**src/rtl/dm_pkg.sv**
```systemverilog
// Shared definitions for the data-memory load/store path: load opcodes,
// load exception codes and the load-unit state encoding.
package dm_pkg;

    // Load opcodes, common with the store-side decoder
    localparam logic [2:0] LOAD_OP_LW  = 3'b000;
    localparam logic [2:0] LOAD_OP_LH  = 3'b001;
    localparam logic [2:0] LOAD_OP_LHU = 3'b010;
    localparam logic [2:0] LOAD_OP_LB  = 3'b011;
    localparam logic [2:0] LOAD_OP_LBU = 3'b100;

    // Load exception codes returned on the response port
    localparam logic [1:0] EXC_OK       = 2'b00;
    localparam logic [1:0] EXC_MISALIGN = 2'b01;
    localparam logic [1:0] EXC_RANGE    = 2'b10;
    localparam logic [1:0] EXC_ILLEGAL  = 2'b11;

    // Load unit FSM states
    typedef enum logic [1:0] {
        LD_IDLE = 2'b00,
        LD_READ = 2'b01,
        LD_WAIT = 2'b10,
        LD_RESP = 2'b11
    } load_state_e;

endpackage

```
**src/rtl/dm_load_unit_if.sv**
```systemverilog
// Bundle of the load unit's request, memory-read and response signals.
// The slave modport is the load unit itself; master is whoever drives it.
interface dm_load_unit_if #(
    parameter int WORD_AW = 12
);
    logic               req_valid;
    logic               req_ready;
    logic [2:0]         req_op;
    logic [31:0]        req_addr;
    logic [31:0]        req_pc;

    logic               mem_rd_en;
    logic [WORD_AW-1:0] mem_addr;
    logic [31:0]        mem_rdata;

    logic               rsp_valid;
    logic               rsp_ready;
    logic [31:0]        rsp_data;
    logic [1:0]         rsp_exc;
    logic [31:0]        rsp_pc;

    modport slave (
        input  req_valid, req_op, req_addr, req_pc, mem_rdata, rsp_ready,
        output req_ready, mem_rd_en, mem_addr, rsp_valid, rsp_data, rsp_exc, rsp_pc
    );

    modport master (
        output req_valid, req_op, req_addr, req_pc, mem_rdata, rsp_ready,
        input  req_ready, mem_rd_en, mem_addr, rsp_valid, rsp_data, rsp_exc, rsp_pc
    );

endinterface

```
**src/rtl/dm_load_unit_align.sv**
```systemverilog
// Combinational byte/half selection and extension of a memory word.
// Lane numbering matches the store byte enables (byte k = word[8k+7:8k]).
module load_align
    import dm_pkg::*;
(
    input  logic [2:0]  op_i,
    input  logic [1:0]  addrLo_i,
    input  logic [31:0] word_i,
    output logic [31:0] data_o
);

    logic [7:0]  byteSel;
    logic [15:0] halfSel;

    // Pick the addressed lane, then sign- or zero-extend it by opcode
    always_comb begin
        byteSel = word_i[{addrLo_i, 3'b000} +: 8];
        halfSel = addrLo_i[1] ? word_i[31:16] : word_i[15:0];
        data_o  = 32'd0;
        case (op_i)
            LOAD_OP_LW:  data_o = word_i;
            LOAD_OP_LH:  data_o = {{16{halfSel[15]}}, halfSel};
            LOAD_OP_LHU: data_o = {16'd0, halfSel};
            LOAD_OP_LB:  data_o = {{24{byteSel[7]}}, byteSel};
            LOAD_OP_LBU: data_o = {24'd0, byteSel};
            default:     data_o = 32'd0;
        endcase
    end

endmodule

```
**src/rtl/dm_load_unit.sv**
```systemverilog
// Read side of the data memory: accepts one load at a time, classifies it,
// issues a single word read, waits the fixed memory latency and returns the
// aligned/extended data (or an exception code) on a valid/ready port.
module dm_load_unit
    import dm_pkg::*;
#(
    parameter int READ_LATENCY = 1,
    parameter int WORD_AW      = 12
) (
    input logic           Clock,
    input logic           Reset,
    dm_load_unit_if.slave bus
);

    localparam int               CNT_W     = $clog2(READ_LATENCY + 1);
    localparam logic [CNT_W-1:0] CNT_FIRST = CNT_W'(1);
    localparam logic [CNT_W-1:0] CNT_LAST  = CNT_W'(READ_LATENCY);

    load_state_e        state_q, state_d;
    logic [CNT_W-1:0]   cnt_q, cnt_d;
    logic [2:0]         op_q;
    logic [1:0]         addrLo_q;
    logic [WORD_AW-1:0] memAddr_q;
    logic [31:0]        rspData_q;
    logic [1:0]         rspExc_q;
    logic [31:0]        rspPc_q;

    logic               fire;
    logic               waitDone;
    logic               outOfRange;
    logic [1:0]         reqExc;
    logic [31:0]        alignedData;

    assign fire       = bus.req_valid && (state_q == LD_IDLE);
    assign waitDone   = (state_q == LD_WAIT) && (cnt_q == CNT_LAST);
    assign outOfRange = (bus.req_addr >> (WORD_AW + 2)) != 32'd0;

    // Classify the incoming request; illegal op beats range beats alignment
    always_comb begin
        reqExc = EXC_OK;
        if (bus.req_op > LOAD_OP_LBU) begin
            reqExc = EXC_ILLEGAL;
        end else if (outOfRange) begin
            reqExc = EXC_RANGE;
        end else if (((bus.req_op == LOAD_OP_LW) && (bus.req_addr[1:0] != 2'b00)) ||
                     (((bus.req_op == LOAD_OP_LH) || (bus.req_op == LOAD_OP_LHU)) &&
                      bus.req_addr[0])) begin
            reqExc = EXC_MISALIGN;
        end
    end

    // State and latency counter registers
    always_ff @(posedge Clock) begin
        if (Reset) begin
            state_q <= LD_IDLE;
            cnt_q   <= '0;
        end else begin
            state_q <= state_d;
            cnt_q   <= cnt_d;
        end
    end

    // Next state, counter update and the state-decoded handshake outputs
    always_comb begin
        state_d       = state_q;
        cnt_d         = cnt_q;
        bus.req_ready = 1'b0;
        bus.mem_rd_en = 1'b0;
        bus.rsp_valid = 1'b0;
        case (state_q)
            LD_IDLE: begin
                bus.req_ready = 1'b1;
                if (fire) begin
                    state_d = (reqExc != EXC_OK) ? LD_RESP : LD_READ;
                end
            end
            LD_READ: begin
                bus.mem_rd_en = 1'b1;
                cnt_d         = CNT_FIRST;
                state_d       = LD_WAIT;
            end
            LD_WAIT: begin
                if (cnt_q == CNT_LAST) begin
                    state_d = LD_RESP;
                end else begin
                    cnt_d = cnt_q + CNT_FIRST;
                end
            end
            LD_RESP: begin
                bus.rsp_valid = 1'b1;
                if (bus.rsp_ready) begin
                    state_d = LD_IDLE;
                end
            end
            default: state_d = LD_IDLE;
        endcase
    end

    // Capture the request on fire and the aligned read data at the terminal count
    always_ff @(posedge Clock) begin
        if (Reset) begin
            op_q      <= LOAD_OP_LW;
            addrLo_q  <= 2'b00;
            memAddr_q <= '0;
            rspData_q <= 32'd0;
            rspExc_q  <= EXC_OK;
            rspPc_q   <= 32'd0;
        end else begin
            if (fire) begin
                op_q      <= bus.req_op;
                addrLo_q  <= bus.req_addr[1:0];
                rspPc_q   <= bus.req_pc;
                rspExc_q  <= reqExc;
                rspData_q <= 32'd0;
                if (reqExc == EXC_OK) begin
                    memAddr_q <= bus.req_addr[WORD_AW+1:2];
                end
            end
            if (waitDone) begin
                rspData_q <= alignedData;
            end
        end
    end

    load_align u_align (
        .op_i     (op_q),
        .addrLo_i (addrLo_q),
        .word_i   (bus.mem_rdata),
        .data_o   (alignedData)
    );

    assign bus.mem_addr = memAddr_q;
    assign bus.rsp_data = rspData_q;
    assign bus.rsp_exc  = rspExc_q;
    assign bus.rsp_pc   = rspPc_q;

endmodule

```
**src/flat_wrapper.sv**
```systemverilog
// flat-port wrapper written by rule: the top's interface ports become plain ports
module dm_load_unit_flat import dm_pkg::*;
#(
    parameter int READ_LATENCY = 1,
    parameter int WORD_AW      = 12
)
  (Clock, Reset, bus_req_valid, bus_req_op, bus_req_addr, bus_req_pc, bus_mem_rdata, bus_rsp_ready, bus_req_ready, bus_mem_rd_en, bus_mem_addr, bus_rsp_valid, bus_rsp_data, bus_rsp_exc, bus_rsp_pc);
  dm_load_unit_if #(.WORD_AW(WORD_AW)) bus_i ();
  input logic Clock;
  input logic Reset;
  input wire logic [$bits(bus_i.req_valid)-1:0] bus_req_valid;
  input wire logic [$bits(bus_i.req_op)-1:0] bus_req_op;
  input wire logic [$bits(bus_i.req_addr)-1:0] bus_req_addr;
  input wire logic [$bits(bus_i.req_pc)-1:0] bus_req_pc;
  input wire logic [$bits(bus_i.mem_rdata)-1:0] bus_mem_rdata;
  input wire logic [$bits(bus_i.rsp_ready)-1:0] bus_rsp_ready;
  output wire logic [$bits(bus_i.req_ready)-1:0] bus_req_ready;
  output wire logic [$bits(bus_i.mem_rd_en)-1:0] bus_mem_rd_en;
  output wire logic [$bits(bus_i.mem_addr)-1:0] bus_mem_addr;
  output wire logic [$bits(bus_i.rsp_valid)-1:0] bus_rsp_valid;
  output wire logic [$bits(bus_i.rsp_data)-1:0] bus_rsp_data;
  output wire logic [$bits(bus_i.rsp_exc)-1:0] bus_rsp_exc;
  output wire logic [$bits(bus_i.rsp_pc)-1:0] bus_rsp_pc;
  assign bus_i.req_valid = bus_req_valid;
  assign bus_i.req_op = bus_req_op;
  assign bus_i.req_addr = bus_req_addr;
  assign bus_i.req_pc = bus_req_pc;
  assign bus_i.mem_rdata = bus_mem_rdata;
  assign bus_i.rsp_ready = bus_rsp_ready;
  assign bus_req_ready = bus_i.req_ready;
  assign bus_mem_rd_en = bus_i.mem_rd_en;
  assign bus_mem_addr = bus_i.mem_addr;
  assign bus_rsp_valid = bus_i.rsp_valid;
  assign bus_rsp_data = bus_i.rsp_data;
  assign bus_rsp_exc = bus_i.rsp_exc;
  assign bus_rsp_pc = bus_i.rsp_pc;
  dm_load_unit #(.READ_LATENCY(READ_LATENCY), .WORD_AW(WORD_AW)) u_core (.Clock(Clock), .Reset(Reset), .bus(bus_i));
endmodule
```
**config.mk**
```make
export PLATFORM = sky130hd
export DESIGN_NAME = dm_load_unit_flat
export DESIGN_NICKNAME = d
export VERILOG_FILES = /design/src/rtl/dm_pkg.sv /design/src/rtl/dm_load_unit_if.sv /design/src/rtl/dm_load_unit_align.sv /design/src/rtl/dm_load_unit.sv /design/src/flat_wrapper.sv
export SDC_FILE = /design/constraint.sdc
export NUM_CORES = 1
export LEC_CHECK = 0
export CORE_MARGIN = 2
export CORE_UTILIZATION = 30
export CTS_CLUSTER_DIAMETER = 40
export DETAILED_ROUTE_END_ITERATION = 10
export DONT_BUFFER_PORTS = 1
export SYNTH_ARGS = -nofsm -noshare
export SYNTH_HDL_FRONTEND = slang
export SYNTH_SLANG_ARGS = --single-unit
```
**constraint.sdc**
```tcl
create_clock -name Clock -period 2.35 [get_ports Clock]
set_input_delay 0.235 -clock Clock [delete_from_list [all_inputs] [get_ports Clock]]
set_output_delay 0.235 -clock Clock [all_outputs]
set_load 0.05 [all_outputs]
```
==> flow_summary.ini, run 1 <==
[worst_setup_path]
worstPathCellList = and2b_1 > mux2i_4 > a22oi_1 > o21ai_0
required_ns = 2.61
arrival_ns = 2.17
crit_family = flip-flops
cp.buffers_inverters = 0
critPathMaxFanout = 18
cp_slowest_stage_delay_ns = 0.65
slowest_stage = dfxtp_1
endpoint_kind = flip-flop
ff2ff_setup_slack_ns = 0.44
critical_path_class = reg -> reg
start_kind = flip-flop

[yosys]
async_flop_share_pct = 0
syn_avg_cell_area_sq_um = 8.47
synth-edff-count = 0
synth-seq-cells = 86
synth_top_flop_cell = dfxtp_1
synth_cell_types = 50
yosys_warnings = 0
syn_nets = 575
ys_seq_area_share_pct = 43.4
syn_inst = 468
syn-cell-area_sq_um = 3960

[pwr]
p_leak_uw = 0.00154
total_power_uw = 5120
powerDensity_nw_per_um2 = 1140
ir_drop_mv = 0.739

[cells_and_area]
final_common_cell = nand2_1
area_delta_synth_final_pct = 13.4
nets = 566
drive_gt1_share_pct = 9.27
final_cell_mix = nand2_1 (109), dfxtp_1 (86), a21oi_1 (45)
antennaDiodeCount = 0

[floorplan]
start_util_pct = 31.0
core_sq_um = 12800
dieArea_sq_um = 14100
die_h_microns = 119
io-pin-count = 184
die_w_microns = 119
rows = 41

[route]
routed_via_density = 5.31
vias = 3375
ant_nets = 0
drc_errors = 0
wl_per_cell_microns = 18.0
dr.pass1.iters = 5
drt_iter0_markers = 297
finalWirelength_mm = 11.4

[clocking]
cts_tree = done
numCtsBuffers = 9
cts_max_level = 3
clkSlewWorstSetupHoldPaths_ns = 0.07
cts.sink_count = 86
insertion_delay_ns = 0.34
cts-root-buf = clkbuf_16
cts_setup_buffers = 0
clk_path_buf_depth = 2

[global_routing]
grt_use_total_pct = 16.0
grt_max_degree = 43
antenna_found_initial = 0
grt_pass1_vias = 3204
overflow = 0
grt_pass1_wl_mm = 17.4

[timing]
maxSlewViolCount = 0
hold_viol = 0
worst_slew_margin_rel_pct = 61.0
post-route-period-util_pct = 81.4
timing.setup.tns_ns = 0
skew_ns = 0.00492
period_minus_slack_ns = 1.91
max_freq_mhz = 523
tightest_slew_ns = 0.573
rsz0062_at_grt = false
final-setup-viol-count = 0
hold-worst-slack_ns = 0.0223

[worst_hold_path]
hp-class = in -> reg

[run]
drv_cap = 0

[place]
port_buffers = 0
hpwl_mm = 8.19
globalplace.congestion = 0.799

[run_status]
status = completed
## where the power goes
group          internal [uW]  switching (uW)
clock network            968             611
registers               1650             709
logic                    434             748
total                   3050            2070
## synth_stat cells, types with 2 or more instances
| library cell | n | area share, % |
|---|---|---|
| a211oi_1 | 2 | 0.38 |
| a21oi_1 | 45 | 5.7 |
| a22oi_1 | 16 | 3.0 |
| a2bb2oi_1 | 7 | 1.5 |
| a31oi_1 | 2 | 0.32 |
| and2_1 | 2 | 0.32 |
| and3b_1 | 2 | 0.44 |
| buf_1 | 2 | 0.19 |
| buf_2 | 8 | 1.0 |
| buf_6 | 2 | 0.57 |
| clkbuf_1 | 22 | 2.1 |
| dfxtp_1 | 86 | 43 |
| ha_1 | 4 | 1.3 |
| inv_1 | 4 | 0.38 |
| mux2i_1 | 28 | 7.1 |
| nand2_1 | 109 | 10 |
| nand2b_1 | 24 | 3.8 |
| nand3_1 | 4 | 0.51 |
| nor2_1 | 10 | 0.95 |
| nor2b_1 | 10 | 1.6 |
| nor3_1 | 3 | 0.38 |
| nor3b_1 | 2 | 0.38 |
| nor4_1 | 4 | 0.63 |
| o21ai_0 | 22 | 2.8 |
| o21ai_1 | 11 | 1.4 |
| o221a_2 | 7 | 2.0 |
| o221ai_1 | 7 | 1.5 |
## flip-flops by register name, indices dropped and copies added, names as in the netlist
register / count
u_core.addrLo_q: 2
u_core.bus.mem_addr: 12
u_core.bus.rsp_data: 32
u_core.bus.rsp_exc: 2
u_core.bus.rsp_pc: 32
u_core.cnt_q: 1
u_core.op_q: 3
u_core.state_q: 2
## what timing repair did
action	CTS	global route
gates resized for setup	0	0
hold buffers	6	0
hold endpoints to repair	42	0
## area by class of cell
type,instances,area [sq um]
sequential,86,1720
clock inverter,6,92.6
fill,1303,8280
clock buffer,10,239
tap,172,215
multi-input combinational,341,2060
timing repair buffer,16,145
inverter,5,18.8
## routing by layer
| layer | up-vias | wire length (microns) | global-route usage, % |
|---|---|---|---|
| li1 | 1614 | - | - |
| met1 | 1567 | 4440 | 17.4 |
| met2 | 182 | 5270 | 26.0 |
| met3 | 12 | 1530 | 9.63 |
| met4 | 0 | 174 | 4.91 |
| met5 | - | 0 | 0 |
## metrics by stage
step                cell area (sq um)  setup WS, ns  util [%]  instances
global route                     4500         0.224      35.2        636
global placement                 4090         0.559      32.1        614
floorplan                        3960         0.355         -        468
CTS                              4500         0.429      35.2        636
finish                           4500         0.437      35.2        636
detailed placement               4090         0.467      32.1        614
## logic make-up (layout without fill, tap and decap cells)
kind of cell | count (synthesis) | in the layout | share of synthesized area, %
adders and majority gates | 5 | 5 | 1.55
AOI/OAI and AO/OA | 129 | 129 | 21.1
DFF | 86 | 86 | 43.4
buffers and inverters | 41 | 37 | 4.64
and+or+nand+nor | 176 | 176 | 20.7
muxes | 31 | 31 | 8.49
## path summary, 6_finish.rpt
check        cells past startpoint                                    to                   startpoint
max                              4  u_core.bus.rsp_data[26]$_SDFFE_PP0P_  u_core.op_q[1]$_SDFFE_PP0P_
min                              2    u_core.bus.rsp_pc[22]$_SDFFE_PP0P_               bus_req_pc[22]
max reg2reg                      4  u_core.bus.rsp_data[26]$_SDFFE_PP0P_  u_core.op_q[1]$_SDFFE_PP0P_
min reg2reg                      2             u_core.cnt_q$_SDFFE_PP0P_    u_core.cnt_q$_SDFFE_PP0P_
Note: power is estimated with default switching activity, not from simulation.
==> run 2, diff against run 1 <==
==> constraint.sdc (replaced) <==
create_clock -name Clock -period 1.7 [get_ports Clock]
set_input_delay 0.17 -clock Clock [delete_from_list [all_inputs] [get_ports Clock]]
set_output_delay 0.17 -clock Clock [all_outputs]
set_load 0.05 [all_outputs]
==> flow_summary.ini, run 2 (synthesis results as in run 1) <==
[run_status]
status = completed

[clocking]
numCtsBuffers = 9
cts_tree = done
cts_max_level = 3
cts-root-buf = clkbuf_16
clk_path_buf_depth = 2
insertion_delay_ns = 0.35
clkSlewWorstSetupHoldPaths_ns = 0.06
cts.sink_count = 86

[worst_hold_path]
whs_path_depth = 2
hp-class = in -> reg

[cells_and_area]
final_cell_mix = nand2_1 (108), dfxtp_1 (84), dlygate4sd3_1 (51)
nets = 635
multi_input_area_sq_um = 2110
area_delta_synth_final_pct = 31.9
final-seq-area_sq_um = 1720
antennaDiodeCount = 0
drive_gt1_share_pct = 13.7
fill_cells = 1248
final_common_cell = nand2_1

[timing]
final-setup-viol-count = 0
post-route-period-util_pct = 95.7
tightest_slew_ns = 0.553
max_freq_mhz = 615
skew_ns = 0.00535
setup_slack_ns = 0.0728
rsz0062_at_grt = true
hold-worst-slack_ns = 0.00728
hold_viol = 0
period_minus_slack_ns = 1.63
maxSlewViolCount = 0
worst_slew_margin_rel_pct = 63.1

[floorplan]
core_sq_um = 12800
rows = 41
dieArea_sq_um = 14100
die_h_microns = 119
start_util_pct = 31.0
io-pin-count = 184
die_w_microns = 119

[worst_setup_path]
start_kind = flip-flop
cp_slowest_stage_delay_ns = 0.33
ff2ff_setup_slack_ns = 0.07
cp.buffers_inverters = 2
required_ns = 1.96
slowest_stage = dfxtp_2
critical_path_class = reg -> reg
worstPathCellList = inv_2 > ha_2 > nand2_2 > a211o_1 > buf_4 > o21ai_0
cp.depth = 6
rr_worst_depth = 6
endpoint_kind = flip-flop
arrival_ns = 1.89
critPathMaxFanout = 30
crit_family = compound AO/OA/AOI/OAI gates

[route]
drt_iter0_markers = 318
ant_nets = 0
drc_errors = 0
finalWirelength_mm = 12.8
dr.pass1.iters = 5
vias = 3689
wl_per_cell_microns = 18.2
routed_via_density = 5.25

[global_routing]
grt_max_degree = 50
grt_pass1_vias = 3630
antenna_found_initial = 0
overflow = 0
grt_pass1_wl_mm = 19.3
grt_use_total_pct = 17.6

[place]
port_buffers = 0
hpwl_mm = 8.40
globalplace.congestion = 0.856
dpl_worst_slack_ns = -0.0410

[run]
drv_cap = 0

[pwr]
clkPwrFrac_pct = 26.7
ir_drop_mv = 0.720
powerDensity_nw_per_um2 = 1430
p_leak_uw = 0.00187
pwr-share-seq_pct = 42.3
p_comb_share_pct = 31.0
p_sw_share_pct = 39.8
p_int_uw = 4510
power_switching_uw = 2980
-- run 2: layout make-up --
cell class	count	area share [%]
clock inverters	3	0.862
well taps	172	4.12
multi-input cells	341	40.4
inverters	5	0.359
repair buffers	85	16.5
clock buffers	11	4.83
flip-flops and latches	86	33.0
-- run 2: what timing repair did --
action	4_1_cts	5_1_grt
gates cloned	0	2
buffers inserted	1	4
hold buffers	52	0
gates resized for setup	1	13
pin swaps	0	2
setup endpoints to repair	15	84
hold endpoints to repair	56	0
-- run 2: power groups by stage --
stage | Clock [uW] | Combinational (uW) | Sequential, uW
after CTS | 2060 | 2090 | 3170
after detailed placement | 0 | 1940 | 3220
after global placement | 0 | 1870 | 3210
after floorplan | 0 | 1440 | 3190
final | 2000 | 2320 | 3170
after global routing | 2150 | 2530 | 3210
-- run 2: layer usage --
| layer | wire length [microns] | GRT usage [%] | share of wire, % | vias to the layer above |
|---|---|---|---|---|
| met5 | 0 | 0 | 0 | - |
| met4 | 531 | 10.0 | 4.2 | 0 |
| met3 | 1540 | 6.80 | 12 | 35 |
| met2 | 5900 | 28.5 | 46 | 209 |
| met1 | 4820 | 19.6 | 38 | 1687 |
| li1 | - | - | - | 1758 |
-- run 2: through the flow --
| step | power (uW) | std cells | utilization (%) | TNS, ns | instance area [sq um] |
|---|---|---|---|---|---|
| after floorplan | 4630 | 468 | - | -0.0152 | 3990 |
| after global placement | 5080 | 630 | 33.5 | 0 | 4270 |
| after detailed placement | 5150 | 630 | 33.5 | -0.116 | 4270 |
| after CTS | 7320 | 697 | 40.1 | 0 | 5120 |
| after global routing | 7890 | 703 | 40.9 | -0.119 | 5230 |
| final | 7500 | 703 | 40.9 | 0 | 5230 |
-- run 2: worst paths after layout --
kind                                            from                                   end
hold reg to reg   u_core.bus.rsp_pc[20]$_SDFFE_PP0P_    u_core.bus.rsp_pc[20]$_SDFFE_PP0P_
setup / recovery      u_core.state_q[0]$_SDFFE_PP0P_  u_core.bus.rsp_data[11]$_SDFFE_PP0P_
setup reg to reg      u_core.state_q[0]$_SDFFE_PP0P_  u_core.bus.rsp_data[11]$_SDFFE_PP0P_
hold / removal                                 Reset   u_core.bus.mem_addr[8]$_SDFFE_PP0P_
==> run 3, diff against run 2 <==
==> constraint.sdc (replaced) <==
create_clock -name Clock -period 1.7 [get_ports Clock]
set_input_delay 0.34 -clock Clock [delete_from_list [all_inputs] [get_ports Clock]]
set_output_delay 0.34 -clock Clock [all_outputs]
set_load 0.05 [all_outputs]
==> flow_summary.ini, run 3 (synthesis results as in run 1) <==
[run_status]
status = completed

[floorplan]
die_w_microns = 119
dieArea_sq_um = 14100
start_util_pct = 31.0
die_h_microns = 119
core_sq_um = 12800
io-pin-count = 184
rows = 41

[timing]
tightest_slew_ns = 0.568
post-route-period-util_pct = 94.2
hold_viol = 0
final-setup-viol-count = 0
maxSlewViolCount = 0
skew_ns = 0.00761
worst_slew_margin_rel_pct = 62.1
period_minus_slack_ns = 1.60
timing.setup.tns_ns = 0
max_freq_mhz = 625
rsz0062_at_grt = false

[cells_and_area]
final_common_cell = nand2_1
drive_gt1_share_pct = 14.5
area_delta_synth_final_pct = 17.8
final_cell_mix = nand2_1 (109), dfxtp_1 (83), a21oi_1 (45)
antennaDiodeCount = 0
post-route-util_pct = 36.5
nets = 577

[worst_setup_path]
endpoint_kind = flip-flop
arrival_ns = 1.84
required_ns = 1.93
critPathMaxFanout = 7
start_kind = flip-flop
slowest_stage = mux4_2
cp_slowest_stage_delay_ns = 0.54
ff2ff_setup_slack_ns = 0.1
worstPathCellList = mux4_2 > and2_1 > a21oi_1 > o21ai_1
critical_path_class = reg -> reg

[route]
drc_errors = 0
ant_nets = 0
dr.pass1.iters = 5
finalWirelength_mm = 11.6
routed_via_density = 5.20
drt_iter0_markers = 213
wl_per_cell_microns = 18.0
vias = 3363
route.met3.wl_mm = 1.57
m1WireLength_mm = 4.51
highest_layer = met4
route.met2.wl_mm = 5.33

[pwr]
powerDensity_nw_per_um2 = 1580
ir_drop_mv = 0.837
p_leak_uw = 0.00162

[clocking]
numCtsBuffers = 9
cts.sink_count = 86
insertion_delay_ns = 0.35
cts_max_level = 3
clkSlewWorstSetupHoldPaths_ns = 0.07
ctsHoldBuffers = 0
cts_tree = done
cts-root-buf = clkbuf_16
clk_path_buf_depth = 2

[global_routing]
grt_use_total_pct = 15.9
overflow = 0
grt_pass1_vias = 3284
grt_pass1_wl_mm = 17.6
antenna_found_initial = 0
grt_max_degree = 70

[place]
hpwl_mm = 8.24
port_buffers = 0
globalplace.congestion = 0.799

[run]
drv_cap = 0

[worst_hold_path]
hp-class = in -> reg
[run 3: changes by cell type in the layout (fill, tap and decap cells not counted), moves of 2 or more]
cell           delta
dlygate4sd3_1    -51
clkbuf_8          -2
buf_6             -3
o21ai_0           +2
buf_4             -4
o21ai_1           -2
clkinv_4          +2
[run 3: power by group]
part	total, uW	internal [uW]	leakage (uW)	switching, uW
Clock	2050	1160	0.000144	896
Combinational	2040	878	0.000773	1160
Sequential	3260	2300	0.000701	968
[run 3: worst paths after layout]
path                                          end  cells past startpoint                       startpoint
max          u_core.bus.rsp_data[14]$_SDFFE_PP0P_                      4  u_core.addrLo_q[0]$_SDFFE_PP0P_
max reg2reg  u_core.bus.rsp_data[14]$_SDFFE_PP0P_                      4  u_core.addrLo_q[0]$_SDFFE_PP0P_
min               u_core.addrLo_q[1]$_SDFFE_PP0P_                      1                            Reset
min reg2reg       u_core.addrLo_q[0]$_SDFFE_PP0P_                      2  u_core.addrLo_q[0]$_SDFFE_PP0P_
[run 3: final cells by class]
type,count,area (sq um)
clock buffer,9,225
clock inverter,7,82.6
fill,1302,8110
inverter,5,18.8
multi-input combinational,341,2120
sequential,86,1730
tap,172,215
timing repair buffer,27,282
[run 3: layer usage]
layer / up-vias / track usage [%]
met1: 1535 / 17.8
met3: 13 / 7.85
li1: 1641 / -
met5: - / 0
met2: 174 / 25.6
met4: 0 / 7.07
[run 3: stage by stage]
step,area [sq um],setup slack [ns],hold slack (ns),instances,power (uW)
after floorplan,3990,-0.00253,0.476,468,4630
after global placement,4240,0.0443,0.420,626,5050
after detailed placement,4240,-0.00921,0.422,626,5110
after CTS,4570,0.0311,0.0374,643,7220
after global routing,4670,0.000850,0.0360,647,7750
final,4670,0.0993,0.0595,647,7360
[run 3: repair_timing]
item,in CTS,in global routing
setup buffers,1,2
cloned,0,2
setup endpoints to repair,3,49
pin swaps,0,3
resized for setup,1,14
[run 3: worst max-delay path, delay by kind of cell, from the launching register on]
| kind | cells | cell delay, ns |
|---|---|---|
| and+or+nand+nor | 1 | 0.25 |
| muxes | 1 | 0.54 |
| AOI/OAI and AO/OA | 2 | 0.31 |
| DFF | 1 | 0.39 |
